## src/rtl/fwd_pkg.sv

```systemverilog
// Shared types and helpers for the forwarding/hazard unit: select codes,
// the per-stage shadow entry and the ready-stage lookup.
package fwd_pkg;

  localparam int FWD_RAW   = 8;  // widest supported register address
  localparam int FWD_SRC   = 4;  // most source operands per instruction
  localparam int FWD_STG_W = 4;  // stage index width (DEPTH up to 15)

  localparam logic [1:0] FU_SRC_REG = 2'd0;
  localparam logic [1:0] FU_SRC_MEM = 2'd1;
  localparam logic [1:0] FU_SRC_WB  = 2'd2;

  typedef struct packed {
    logic                             valid;
    logic [FWD_RAW-1:0]               rd;
    logic [FWD_STG_W-1:0]             ready_stage;
    logic [FWD_SRC-1:0][FWD_RAW-1:0]  rs;
    logic [FWD_SRC-1:0]               used;
  } shadow_t;

  function automatic logic [FWD_STG_W-1:0] ready_stage_of(input logic is_load,
                                                         input int   alu_ready,
                                                         input int   load_ready);
    return is_load ? FWD_STG_W'(load_ready) : FWD_STG_W'(alu_ready);
  endfunction

endpackage

```

## src/rtl/fwd_match.sv

```systemverilog
// Per-source priority encoder: nearest-stage bypass select for the EX operand
// and result-not-ready conflict flag for the ID operand.
module fwd_match
  import fwd_pkg::*;
#(
  parameter int DEPTH = 3,
  parameter int SEL_W = $clog2(DEPTH)
) (
  input  logic [FWD_RAW-1:0]     ex_rs,
  input  logic                   ex_used,
  input  logic [FWD_RAW-1:0]     id_rs,
  input  logic                   id_used,
  input  shadow_t [DEPTH-1:0]    ent,
  output logic [SEL_W-1:0]       sel,
  output logic                   conflict
);

  logic unused_fields;

  always_comb begin
    sel      = SEL_W'(FU_SRC_REG);
    conflict = 1'b0;
    // Scan oldest to youngest so the nearest match is the one left standing.
    if (ex_used && ex_rs != '0) begin
      for (int k = DEPTH - 1; k >= 1; k--) begin
        if (ent[k].valid && ent[k].rd == ex_rs) sel = SEL_W'(k);
      end
    end
    if (id_used && id_rs != '0) begin
      for (int s = 0; s <= DEPTH - 2; s++) begin
        if (ent[s].valid && ent[s].rd == id_rs &&
            (FWD_STG_W'(s + 1) < ent[s].ready_stage)) conflict = 1'b1;
      end
    end
  end

  always_comb begin
    unused_fields = ^ent[DEPTH-1].ready_stage;
    for (int k = 0; k < DEPTH; k++) begin
      unused_fields = unused_fields ^ (^{ent[k].rs, ent[k].used});
    end
  end

endmodule

```

## src/rtl/fwd_hazard_unit.sv

```systemverilog
// Forwarding and hazard unit: shadows in-flight destinations EX..WB, drives
// EX bypass selects, stalls ID on not-ready results and counts stall cycles.
module fwd_hazard_unit
#(
  parameter int NUM_SRC    = 2,
  parameter int REG_AW     = 5,
  parameter int DEPTH      = 3,
  parameter int ALU_READY  = 1,
  parameter int LOAD_READY = 2,
  parameter int SEL_W      = $clog2(DEPTH)
) (
  input  logic                      clk,
  input  logic                      rst,
  input  logic                      id_valid_i,
  input  logic [NUM_SRC*REG_AW-1:0] id_rs_i,
  input  logic [NUM_SRC-1:0]        id_rs_used_i,
  input  logic [REG_AW-1:0]         id_rd_i,
  input  logic                      id_rd_we_i,
  input  logic                      id_is_load_i,
  input  logic                      ex_busy_i,
  input  logic                      flush_i,
  output logic                      stall_o,
  output logic [NUM_SRC*SEL_W-1:0]  sel_src_o,
  output logic [31:0]               stall_cnt_o
);

  import fwd_pkg::*;

  shadow_t [DEPTH-1:0] ent_q;
  shadow_t             id_ent;
  logic [NUM_SRC-1:0]  conflict;
  logic                hazard;
  logic                issue;
  logic [31:0]         stall_cnt_q;

  assign hazard  = id_valid_i & (|conflict);
  assign issue   = id_valid_i & ~hazard & ~flush_i;
  assign stall_o = ex_busy_i | (hazard & ~flush_i);

  // x0 and non-writing instructions never match, so they enter as invalid.
  always_comb begin
    id_ent             = '0;
    id_ent.valid       = issue & id_rd_we_i & (id_rd_i != '0);
    id_ent.rd          = FWD_RAW'(id_rd_i);
    id_ent.ready_stage = ready_stage_of(id_is_load_i, ALU_READY, LOAD_READY);
    for (int j = 0; j < NUM_SRC; j++) begin
      id_ent.rs[j]   = FWD_RAW'(id_rs_i[j*REG_AW +: REG_AW]);
      id_ent.used[j] = issue & id_rs_used_i[j];
    end
  end

  always_ff @(posedge clk or posedge rst) begin
    if (rst) begin
      ent_q <= '0;
    end else if (!ex_busy_i) begin
      ent_q[0] <= id_ent;
      for (int k = 1; k < DEPTH; k++) ent_q[k] <= ent_q[k-1];
    end
  end

  always_ff @(posedge clk or posedge rst) begin
    if (rst) begin
      stall_cnt_q <= '0;
    end else if (stall_o && stall_cnt_q != '1) begin
      stall_cnt_q <= stall_cnt_q + 32'd1;
    end
  end

  assign stall_cnt_o = stall_cnt_q;

  for (genvar j = 0; j < NUM_SRC; j++) begin : g_src
    fwd_match #(
      .DEPTH (DEPTH),
      .SEL_W (SEL_W)
    ) u_match (
      .ex_rs    (ent_q[0].rs[j]),
      .ex_used  (ent_q[0].used[j]),
      .id_rs    (FWD_RAW'(id_rs_i[j*REG_AW +: REG_AW])),
      .id_used  (id_rs_used_i[j]),
      .ent      (ent_q),
      .sel      (sel_src_o[j*SEL_W +: SEL_W]),
      .conflict (conflict[j])
    );
  end

endmodule

```

## config.mk

```make
export PLATFORM = sky130hd
export DESIGN_NAME = fwd_hazard_unit
export DESIGN_NICKNAME = d
export VERILOG_FILES = /design/src/rtl/fwd_pkg.sv /design/src/rtl/fwd_match.sv /design/src/rtl/fwd_hazard_unit.sv
export SDC_FILE = /design/constraint.sdc
export NUM_CORES = 1
export LEC_CHECK = 0
export CORE_UTILIZATION = 30
export CTS_CLUSTER_DIAMETER = 200
export DETAILED_ROUTE_END_ITERATION = 7
export PLACE_DENSITY = 0.54
export SYNTH_ARGS = -nofsm -noshare
export SYNTH_HDL_FRONTEND = slang
export SYNTH_HIERARCHICAL = 1
export SYNTH_SLANG_ARGS = --single-unit
```

## constraint.sdc

```tcl
create_clock -name clk -period 8.09 [get_ports clk]
set_input_delay 0.809 -clock clk [delete_from_list [all_inputs] [get_ports clk]]
set_output_delay 0.809 -clock clk [all_outputs]
set_load 0.02 [all_outputs]
```

# After elaboration in Yosys (flattened, before gate mapping)
# Index checks and enable logic that the tools add are counted.
# totals
ff_bits	70
in_bits	24
word_cells	71
out_inout_bits	37
# op_classes
eq_ne	9
reduce_logical	23
bitwise	11
mux	13
magnitude_cmp	2
addsub	1
# ops
op	count
equality test 5 bit	8
adder 32 x 1 -> 32 bit, second input constant	1
inequality test 32 bit, second input constant	1
nonzero test 8 bit	4
logical AND 1 bit	17
2-to-1 mux 2 bit	7
bitwise AND 1 bit	8
2-to-1 mux 1 bit	6
nonzero test 5 bit	1
less-than comparator 1 x 4 -> 1 bit, first input constant	1
less-than comparator 2 x 4 -> 1 bit, first input constant	1
NOT 1 bit	2
OR reduction 2 bit	1
bitwise OR 1 bit	1

# Depth between registers and ports, before layout
# Gate-level depths: netlist of the first run.
# logic_depth
ltp_word	13
ltp_mapped	11

# Modules after synthesis
# Netlist of the first run, hierarchy kept.
# modules_own_cells
module	area_per_inst_um2	cells_each	seq_area_each_um2	n_inst
fwd_hazard_unit	3759.9	287	2302.2	1
fwd_match	432.9	55	0.0	2

# Worst setup path after synthesis of the first run
# Ideal clock, no wire load.
# synth_path
kind	input to register
startpoint	input id_rs_i[8]
endpoint	register stall_cnt_q[21] (netlist: stall_cnt_o[21])
setup_time_ns	0.132
cell_stages	9
path_buffers	0
setup_slack_ns	5.229
t_arrival_ns	2.730
t_required_ns	7.958
cell_sequence	xor2_1 -> nor4_1 -> nand4_1 -> a21oi_1 -> nor2_1 -> o21bai_1 -> o21ai_1 -> or4_1 -> xnor2_1
# synth_via
elab_chain_len	11
elab_cells_between_ends	16
classes_between	eq/ne (2); mux (3); bitwise (3); reduce/logical (8)
# synth_rtl
element	line	text
from (decl)	fwd_hazard_unit.sv:15	input logic [NUM_SRC*REG_AW-1:0] id_rs_i,
equality test 5 bit	fwd_match.sv:31	if (ent[s].valid && ent[s].rd == id_rs &&
logical AND 1 bit (2 in a row)	fwd_match.sv:31	
2-to-1 mux 1 bit (2 in a row)	fwd_match.sv:31	
2-to-1 mux 1 bit (*)	fwd_match.sv:29	if (id_used && id_rs != '0) begin
via conflict[1]	fwd_hazard_unit.sv:31	logic [NUM_SRC-1:0] conflict;
OR reduction 2 bit (*)	fwd_hazard_unit.sv:36	assign hazard = id_valid_i & (|conflict);
bitwise AND 1 bit (*)	fwd_hazard_unit.sv:36	
bitwise AND 1 bit (*)	fwd_hazard_unit.sv:38	assign stall_o = ex_busy_i | (hazard & ~flush_i);
bitwise OR 1 bit (*)	fwd_hazard_unit.sv:38	
via stall_o	fwd_hazard_unit.sv:22	output logic stall_o,
logical AND 1 bit (*)	fwd_hazard_unit.sv:64	end else if (stall_o && stall_cnt_q != '1) begin
to (signal assigned)	fwd_hazard_unit.sv:65	stall_cnt_q <= stall_cnt_q + 32'd1;
to (decl)	fwd_hazard_unit.sv:34	logic [31:0] stall_cnt_q;
# Mark *: on every way through the listed nets, which the timed path passes. The rest lies on a longest branch.
# A chain may end at the register's enable or synchronous reset.

# Final worst setup path of the first run
# layout_path
startpoint	input id_rs_i[6]
endpoint	output stall_o
# layout_via
elab_chain_len	10
elab_cells_between_ends	15
classes_between	eq/ne (2); mux (3); bitwise (3); reduce/logical (7)
# layout_rtl
element	line
equality test 5 bit	fwd_match.sv:31
logical AND 1 bit (2 in a row)	fwd_match.sv:31
2-to-1 mux 1 bit (2 in a row)	fwd_match.sv:31
2-to-1 mux 1 bit (*)	fwd_match.sv:29
via conflict[1]	fwd_hazard_unit.sv:31
OR reduction 2 bit (*)	fwd_hazard_unit.sv:36
bitwise AND 1 bit (*)	fwd_hazard_unit.sv:36
bitwise AND 1 bit (*)	fwd_hazard_unit.sv:38
bitwise OR 1 bit (*)	fwd_hazard_unit.sv:38
to (decl)	fwd_hazard_unit.sv:22
# Marks and branches as above.

==> flow_metrics.py, run 1 <==
metrics = {
    "setup_path": {
        "path_cells": "clkdlybuf4s50_1 > xor2_1 > nor4_1 > nand4_1 > a21oi_1 > nor2_1 > o21bai_1 > clkdlybuf4s50_1",
        "cpMostUsedCell": "clkdlybuf4s50_1",
        "slowest_delay_ns": 0.68,
        "path_buf_inv": 2,
        "cp_max_fo": 4,
        "cp.required_ns": 7.28,
        "worstSetupStartpointType": "input port",
        "crit_family": "buffers and inverters",
        "cp.arrival_ns": 3.28,
        "crit_path_top_delay_cell": "clkdlybuf4s50_1",
        "end_kind": "output pin",
        "critPathKind": "in -> out",
    },
    "floorplanning": {
        "row_count": 40,
        "dieArea_um2": 12700,
        "die_x_um": 113,
        "start_util_pct": 30.7,
        "chipHeight_um": 113,
        "pin_count": 61,
        "core_area_um2": 12000,
    },
    "pwr": {
        "power.internal_uw": 716,
        "p_leak_nw": 2.26,
        "combPwrFrac_pct": 19.4,
        "power.switching_uw": 295,
        "ir_drop_mv": 0.143,
        "finalPower_mw": 1.01,
        "clkPwrFrac_pct": 38.6,
        "p_seq_share_pct": 42.0,
        "power_switching_share_pct": 29.2,
        "p_per_area_nw_per_um2": 203,
    },
    "global_route": {
        "grt_max_degree": 67,
        "grt_pass1_wl_mm": 15.0,
        "overflow": 0,
        "antenna_found_initial": 0,
        "grt.total_usage_pct": 15.2,
        "first_global_vias": 2860,
    },
    "clock_tree": {
        "htreeDepth": 3,
        "cts_resized": 0,
        "path_clk_slew_ns": 0.06,
        "cts.root.buffer_cell": "clkbuf_16",
        "clockBufferDepth": 2,
        "clock_sinks": 66,
        "cts_tree": "yes",
        "clock_latency_ns": 0.33,
        "postCtsSetupRepairBufs": 0,
        "hold_buffers": 0,
        "cts_made_buffers": 9,
    },
    "synthesis": {
        "yosys_warnings": 6,
        "avgSynthCellArea_um2": 10.7,
        "syn-cell-area_um2": 3680,
        "synthCells": 345,
    },
    "place": {
        "pre_cts_ws_ns": 4.01,
        "dpl-instance-area_um2": 4700,
        "hpwl_mm": 6.40,
        "place_inst": 612,
        "gp_congestion": 0.813,
        "io_buffers": 60,
    },
    "run_status": {
        "status": "finished, final reports clean",
    },
    "sta": {
        "finalCriticalPeriod_ns": 4.09,
        "setup-tns-final_ns": 0,
        "grt_setup_unrepaired": "no",
        "tightest_slew_ns": 0.858,
        "fin_hold_ws_ns": 0.500,
        "fin_skew_ns": 0.00786,
        "hold_viol": 0,
        "period_share_pct": 50.6,
        "drv_slew": 0,
        "setup_viol": 0,
        "fmax_ghz": 0.244,
        "layout_setup_ws_ns": 4.00,
        "maxSlewHeadroom_pct": 42.8,
    },
    "finish": {
        "fin_area_um2": 4990,
        "final_cells": 627,
        "drive_gt1_share_pct": 12.3,
        "antenna_cells": 0,
        "final_util_pct": 41.6,
        "fin_nets": 501,
        "syn2layout_area_growth_pct": 35.5,
    },
    "route": {
        "firstDrtPassIters": 4,
        "ant_nets": 0,
        "drc_errors": 0,
        "postRouteWirelength_mm": 9.04,
        "via_per_inst": 4.57,
        "drt_iter0_drc": 78,
        "wl_per_cell_um": 14.4,
        "vias": 2864,
    },
    "hold_path": {
        "hp-class": "reg -> reg",
    },
    "flow_run": {
        "maxCapViolations": 0,
    },
}
-- state kept, by name (all words and copies together), names as in the netlist --
signal and flops:
stall_cnt_o 32, ent_q 34
-- area by class of cell --
class	count	area, um2
well taps	147	184
clock inverters	5	55.1
multi-input cells	330	2210
fillers	1203	7020
flip-flops and latches	66	1650
inverters	5	18.8
repair buffers	64	631
clock buffers	10	239
-- routing by layer --
metal	up-vias	global-route usage, %	wire [um]
met1	1368	19.2	4050
met3	15	4.02	443
met2	72	25.3	4360
met5	-	0	0
met4	0	4.89	175
li1	1409	-	-
-- power by group through the flow --
stage                     combinational, mW  clock [mW]  sequential (mW)
after floorplan                       0.112           0            0.433
after global placement                0.193           0            0.430
after detailed placement              0.196           0            0.431
after CTS                             0.197       0.399            0.426
after global routing                  0.217       0.413            0.434
final                                 0.197       0.390            0.425
-- placed cells by master (no fill, tap or decap), drive strengths merged --
| cell | count |
|---|---|
| a32o | 1 |
| a22o | 2 |
| clkbuf | 10 |
| buf | 4 |
| dfrtp | 66 |
| clkdlybuf4s50 | 60 |
| a21oi | 2 |
| ha | 1 |
| mux2 | 31 |
| nor2 | 15 |
| clkinv | 2 |
| and4 | 2 |
| nand4 | 16 |
| clkinvlp | 2 |
| xnor2 | 26 |
| nand2 | 19 |
| nand3 | 12 |
| a211oi | 2 |
| inv | 5 |
| o21ai | 7 |
| bufinv | 1 |
| o21bai | 2 |
| nor3 | 23 |
| and3 | 3 |
| nor4 | 15 |
| or4 | 11 |
| nand2b | 2 |
| xor2 | 68 |
| conb | 68 |
| or2 | 1 |
| o31a | 1 |
-- path summary, 6_finish.rpt --
kind / from / endpoint / slack (ns) / cells after the start
setup / recovery: id_rs_i[6] / stall_o / 4.00 / 8
min in group asynchronous: rst / ent_q[7] / 1.05 / 3
hold / removal: stall_cnt_o[6] / stall_cnt_o[6] / 0.50 / 1
setup reg to reg: ent_q[92] / stall_cnt_o[21] / 4.97 / 10
max in group asynchronous: rst / stall_cnt_o[30] / 6.48 / 3
hold reg to reg: stall_cnt_o[6] / stall_cnt_o[6] / 0.50 / 1
Note: power is estimated with default switching activity, not from simulation.
==> run 2, diff against run 1 <==
--- a/config.mk
+++ b/config.mk
@@ -8,7 +8,7 @@
 export CORE_UTILIZATION = 30
 export CTS_CLUSTER_DIAMETER = 200
 export DETAILED_ROUTE_END_ITERATION = 7
-export PLACE_DENSITY = 0.54
+export PLACE_DENSITY = 0.55
 export SYNTH_ARGS = -nofsm -noshare
 export SYNTH_HDL_FRONTEND = slang
 export SYNTH_HIERARCHICAL = 1
==> constraint.sdc (replaced) <==
create_clock -name clk -period 3.45 [get_ports clk]
set_input_delay 0.345 -clock clk [delete_from_list [all_inputs] [get_ports clk]]
set_output_delay 0.345 -clock clk [all_outputs]
set_load 0.02 [all_outputs]
==> run 2 against run 1 <==
Against the previous run:
- worst hold slack got worse by 0.12 ns
- global-route usage rose by 0.11 points
- clock-buffer cell count rose by 3
- power rose by 140%
- die area did not move
- critical path type unchanged
- critical endpoint unchanged
- highest routed layer unchanged
==> flow_metrics.py, run 2 (synthesis results as in run 1) <==
metrics = {
    "route": {
        "wl_per_cell_um": 14.1,
        "firstDrtPassIters": 4,
        "postRouteWirelength_mm": 8.90,
        "routed.top_layer": "met4",
        "ant_nets": 0,
        "drt_iter0_drc": 69,
        "drc_errors": 0,
        "met2_length_mm": 4.34,
        "vias": 2883,
        "via_per_inst": 4.58,
        "met3_length_um": 458,
        "met1_length_mm": 3.88,
    },
    "clock_tree": {
        "cts_tree": "yes",
        "cts_made_buffers": 9,
        "postCtsSetupRepairBufs": 0,
        "cts_resized": 0,
        "clock_latency_ns": 0.33,
        "clockBufferDepth": 2,
        "cts.root.buffer_cell": "clkbuf_16",
        "htreeDepth": 3,
        "hold_buffers": 0,
        "path_clk_slew_ns": 0.05,
        "clock_sinks": 66,
    },
    "finish": {
        "antenna_cells": 0,
        "fill_cells": 1188,
        "largest_register_ffs": 34,
        "drive_gt1_share_pct": 12.6,
        "final_cells": 630,
        "seqCellArea_um2": 1650,
        "final_util_pct": 41.8,
        "syn2layout_area_growth_pct": 36.5,
        "fin_nets": 504,
        "layout_common_cells": "xor2_1 (68), conb_1 (68), dfrtp_1 (66)",
        "multi_input_area_um2": 2210,
        "largest-register": "ent_q",
    },
    "floorplanning": {
        "dieArea_um2": 12700,
        "start_util_pct": 30.7,
        "row_count": 40,
        "chipHeight_um": 113,
        "pin_count": 61,
        "die_x_um": 113,
        "core_area_um2": 12000,
    },
    "setup_path": {
        "worstSetupStartpointType": "input port",
        "cp.required_ns": 3.11,
        "cp_max_fo": 4,
        "critPathKind": "in -> out",
        "cp.arrival_ns": 2.91,
        "end_kind": "output pin",
    },
    "global_route": {
        "grt_max_degree": 37,
        "grt.total_usage_pct": 15.3,
        "first_global_vias": 2945,
        "antenna_found_initial": 0,
        "grt_pass1_wl_mm": 14.9,
        "overflow": 0,
    },
    "sta": {
        "drv_slew": 0,
        "hold_viol": 0,
        "setup_viol": 0,
        "fin_skew_ns": 0.00460,
        "period_share_pct": 94.4,
        "finalCriticalPeriod_ns": 3.26,
        "tightest_slew_ns": 0.517,
        "setup-tns-final_ns": 0,
        "maxSlewHeadroom_pct": 65.5,
        "grt_setup_unrepaired": "no",
        "fmax_ghz": 0.307,
    },
    "place": {
        "place_inst": 615,
        "gp_congestion": 0.765,
        "hpwl_mm": 6.64,
        "io_buffers": 60,
    },
    "pwr": {
        "finalPower_mw": 2.39,
        "p_leak_nw": 2.28,
        "p_per_area_nw_per_um2": 477,
        "ir_drop_mv": 0.345,
    },
    "flow_run": {
        "maxCapViolations": 0,
    },
    "hold_path": {
        "hp-class": "in -> async",
    },
    "run_status": {
        "status": "finished, final reports clean",
    },
}
-- run 2: routing by layer --
metal / global-route usage, % / vias up
li1: - / 1422
met1: 18.5 / 1374
met2: 25.7 / 69
met3: 3.86 / 18
met4: 7.11 / 0
met5: 0 / -
-- run 2: area by class of cell --
cell class                      instances  share of cell area (%)
Clock buffer                           13                    5.38
Timing Repair Buffer                   67                    13.0
Tap cell                              147                    3.66
Inverter                                5                   0.374
Sequential cell                        66                    32.9
Clock inverter                          2                   0.697
Multi-Input combinational cell        330                    44.0
-- run 2: path summary, 6_finish.rpt --
check                      startpoint         endpoint  slack (ns)  cells past startpoint
min reg2reg                 ent_q[36]        ent_q[36]        0.50                      2
min                               rst         ent_q[8]        0.38                      2
max in group asynchronous         rst       ent_q[139]        2.31                      3
max reg2reg                 ent_q[92]  stall_cnt_o[21]        0.53                      9
max                        id_rs_i[8]          stall_o        0.19                      8
min in group clk            ent_q[36]        ent_q[36]        0.50                      2
-- run 2: where the power goes --
part | total (mW) | internal, mW | switching [mW]
Combinational | 0.463 | 0.249 | 0.214
Sequential | 0.995 | 0.862 | 0.133
Clock | 0.937 | 0.613 | 0.324
-- run 2: worst max-delay path, cell delays in order --
cell and delay (ns):
clkdlybuf4s50_1 0.52, xor2_1 0.19, nor4_1 0.39, nand4_1 0.13, a21oi_1 0.20, nor2_1 0.07, o21bai_1 0.36, clkdlybuf4s50_1 0.69
-- run 2: through the flow --
| stage | hold WS [ns] | setup slack (ns) | instance area, um2 |
|---|---|---|---|
| finish | 0.376 | 0.193 | 5020 |
| global route | 0.424 | 0.0448 | 5020 |
| CTS | 0.406 | 0.186 | 5020 |
| detailed placement | 0.486 | 0.241 | 4720 |
| global placement | 0.471 | 0.235 | 4720 |
| floorplan | 0.441 | 0.924 | 3930 |
==> run 3, diff against run 2 <==
--- a/config.mk
+++ b/config.mk
@@ -8,6 +8,7 @@
 export CORE_UTILIZATION = 30
 export CTS_CLUSTER_DIAMETER = 200
 export DETAILED_ROUTE_END_ITERATION = 7
+export MAX_ROUTING_LAYER = met4
 export PLACE_DENSITY = 0.55
 export SYNTH_ARGS = -nofsm -noshare
 export SYNTH_HDL_FRONTEND = slang
==> run 3 against run 2 <==
Against the previous run:
- clock skew grew 0.00058 ns
- first-iteration DRC count grew 16%
- clock power is essentially flat
- power is essentially flat
- critical path depth is the same
- die area is the same
- non-clock buffer count is the same
- sequential share of layout area is the same
- sequential cell count is the same
- fmax grew 0.15%
- global-route usage grew 0.47 points
- worst hold slack is essentially flat
- critical endpoint unchanged
==> flow_metrics.py, run 3 (synthesis results as in run 1) <==
metrics = {
    "setup_path": {
        "path_buf_inv": 2,
        "end_kind": "output pin",
        "cpMostUsedCell": "clkdlybuf4s50_1",
        "reg2reg_from": "ent_q[92]",
        "slowest_delay_ns": 0.69,
        "cp_max_fo": 4,
        "crit_path_top_delay_cell": "clkdlybuf4s50_1",
        "cp.arrival_ns": 2.91,
        "path_cells": "clkdlybuf4s50_1 > xor2_1 > nor4_1 > nand4_1 > a21oi_1 > nor2_1 > o21bai_1 > clkdlybuf4s50_1",
        "cp.required_ns": 3.11,
        "crit_path_start": "id_rs_i[8]",
        "critPathKind": "in -> out",
        "worstSetupStartpointType": "input port",
        "crit_family": "buffers and inverters",
    },
    "floorplanning": {
        "die_x_um": 113,
        "core_area_um2": 12000,
        "dieArea_um2": 12700,
        "start_util_pct": 30.7,
        "row_count": 40,
        "pin_count": 61,
        "chipHeight_um": 113,
    },
    "route": {
        "met2_length_mm": 4.32,
        "wl_per_cell_um": 14.1,
        "met1_length_mm": 3.95,
        "postRouteWirelength_mm": 8.90,
        "drc_errors": 0,
        "drt_iter0_drc": 80,
        "firstDrtPassIters": 4,
        "met3_length_um": 425,
        "routed.top_layer": "met4",
        "ant_nets": 0,
        "via_per_inst": 4.60,
        "vias": 2899,
    },
    "sta": {
        "setup-tns-final_ns": 0,
        "hold_viol": 0,
        "fmax_ghz": 0.308,
        "setup_viol": 0,
        "period_share_pct": 94.3,
        "fin_hold_ws_ns": 0.377,
        "layout_setup_ws_ns": 0.198,
        "grt_setup_unrepaired": "no",
        "maxSlewHeadroom_pct": 65.6,
        "tightest_slew_ns": 0.515,
        "fin_skew_ns": 0.00518,
        "finalCriticalPeriod_ns": 3.25,
        "drv_slew": 0,
    },
    "global_route": {
        "overflow": 0,
        "antenna_found_initial": 0,
        "first_global_vias": 2949,
        "grt_pass1_wl_mm": 14.9,
        "grt_max_degree": 37,
        "grt.total_usage_pct": 15.8,
    },
    "pwr": {
        "combPwrFrac_pct": 19.3,
        "clkPwrFrac_pct": 39.1,
        "power_switching_share_pct": 28.0,
        "power.switching_uw": 671,
        "finalPower_mw": 2.39,
        "p_seq_share_pct": 41.5,
        "power.internal_mw": 1.72,
        "ir_drop_mv": 0.345,
        "p_leak_nw": 2.28,
        "p_per_area_nw_per_um2": 477,
    },
    "hold_path": {
        "hp-class": "in -> async",
    },
    "clock_tree": {
        "path_clk_slew_ns": 0.05,
        "clock_sinks": 66,
        "hold_buffers": 0,
        "htreeDepth": 3,
        "cts_resized": 0,
        "postCtsSetupRepairBufs": 0,
        "clock_latency_ns": 0.33,
        "cts_tree": "yes",
        "clockBufferDepth": 2,
        "cts.root.buffer_cell": "clkbuf_16",
        "cts_made_buffers": 9,
    },
    "place": {
        "gp_congestion": 0.775,
        "io_buffers": 60,
        "dpl-instance-area_um2": 4720,
        "pre_cts_ws_ns": 0.241,
        "hpwl_mm": 6.64,
        "place_inst": 615,
    },
    "finish": {
        "antenna_cells": 0,
        "fill_cells": 1188,
        "largest-register": "ent_q",
        "final_util_pct": 41.8,
        "fin_area_um2": 5020,
        "layout_common_cells": "xor2_1 (68), conb_1 (68), dfrtp_1 (66)",
        "largest_register_ffs": 34,
        "fin_nets": 504,
        "syn2layout_area_growth_pct": 36.5,
        "final_cells": 630,
        "drive_gt1_share_pct": 12.6,
    },
    "run_status": {
        "status": "finished, final reports clean",
    },
    "flow_run": {
        "maxCapViolations": 0,
    },
}
==> run 3: cell counts in the layout (fill, tap and decap cells not counted) <==
Identical to the previous run, type by type.
==> run 3: power groups by stage <==
stage | Combinational, mW | Sequential, mW | Clock [mW]
after global placement | 0.455 | 1.01 | 0
after global routing | 0.511 | 1.02 | 1.00
after detailed placement | 0.464 | 1.01 | 0
after floorplan | 0.262 | 1.02 | 0
after CTS | 0.467 | 0.998 | 0.957
final | 0.463 | 0.995 | 0.937
==> run 3: path summary, 6_finish.rpt <==
check	end	slack, ns	cells after the start
worst max-delay path	stall_o	0.20	8
worst min-delay path	ent_q[8]	0.38	2
worst max register to register	stall_cnt_o[21]	0.54	9
worst min register to register	stall_cnt_o[19]	0.50	1
max in group asynchronous	ent_q[14]	2.31	3
min in group clk	stall_cnt_o[19]	0.50	1
==> run 3: final cells by class <==
cell class / instances / area [um2] / area share (%)
clock inverters: 2 / 35.0 / 0.697
flip-flops and latches: 66 / 1650 / 32.9
repair buffers: 67 / 653 / 13.0
inverters: 5 / 18.8 / 0.374
well taps: 147 / 184 / 3.66
clock buffers: 13 / 270 / 5.38
multi-input cells: 330 / 2210 / 44.0
==> run 3: worst reg2reg max path: cells and delay by family, from the launching register on <==
| family | cells | cell delay, ns |
|---|---|---|
| simple gates | 4 | 1.11 |
| compound gates | 3 | 0.80 |
| flops | 1 | 0.51 |
| xor+xnor | 2 | 0.36 |
==> run 3: layer usage <==
layer | track usage, % | up-vias
met5 | - | -
met1 | 18.6 | 1382
met2 | 25.8 | 72
met3 | 3.70 | 22
met4 | 6.84 | 0
li1 | - | 1423
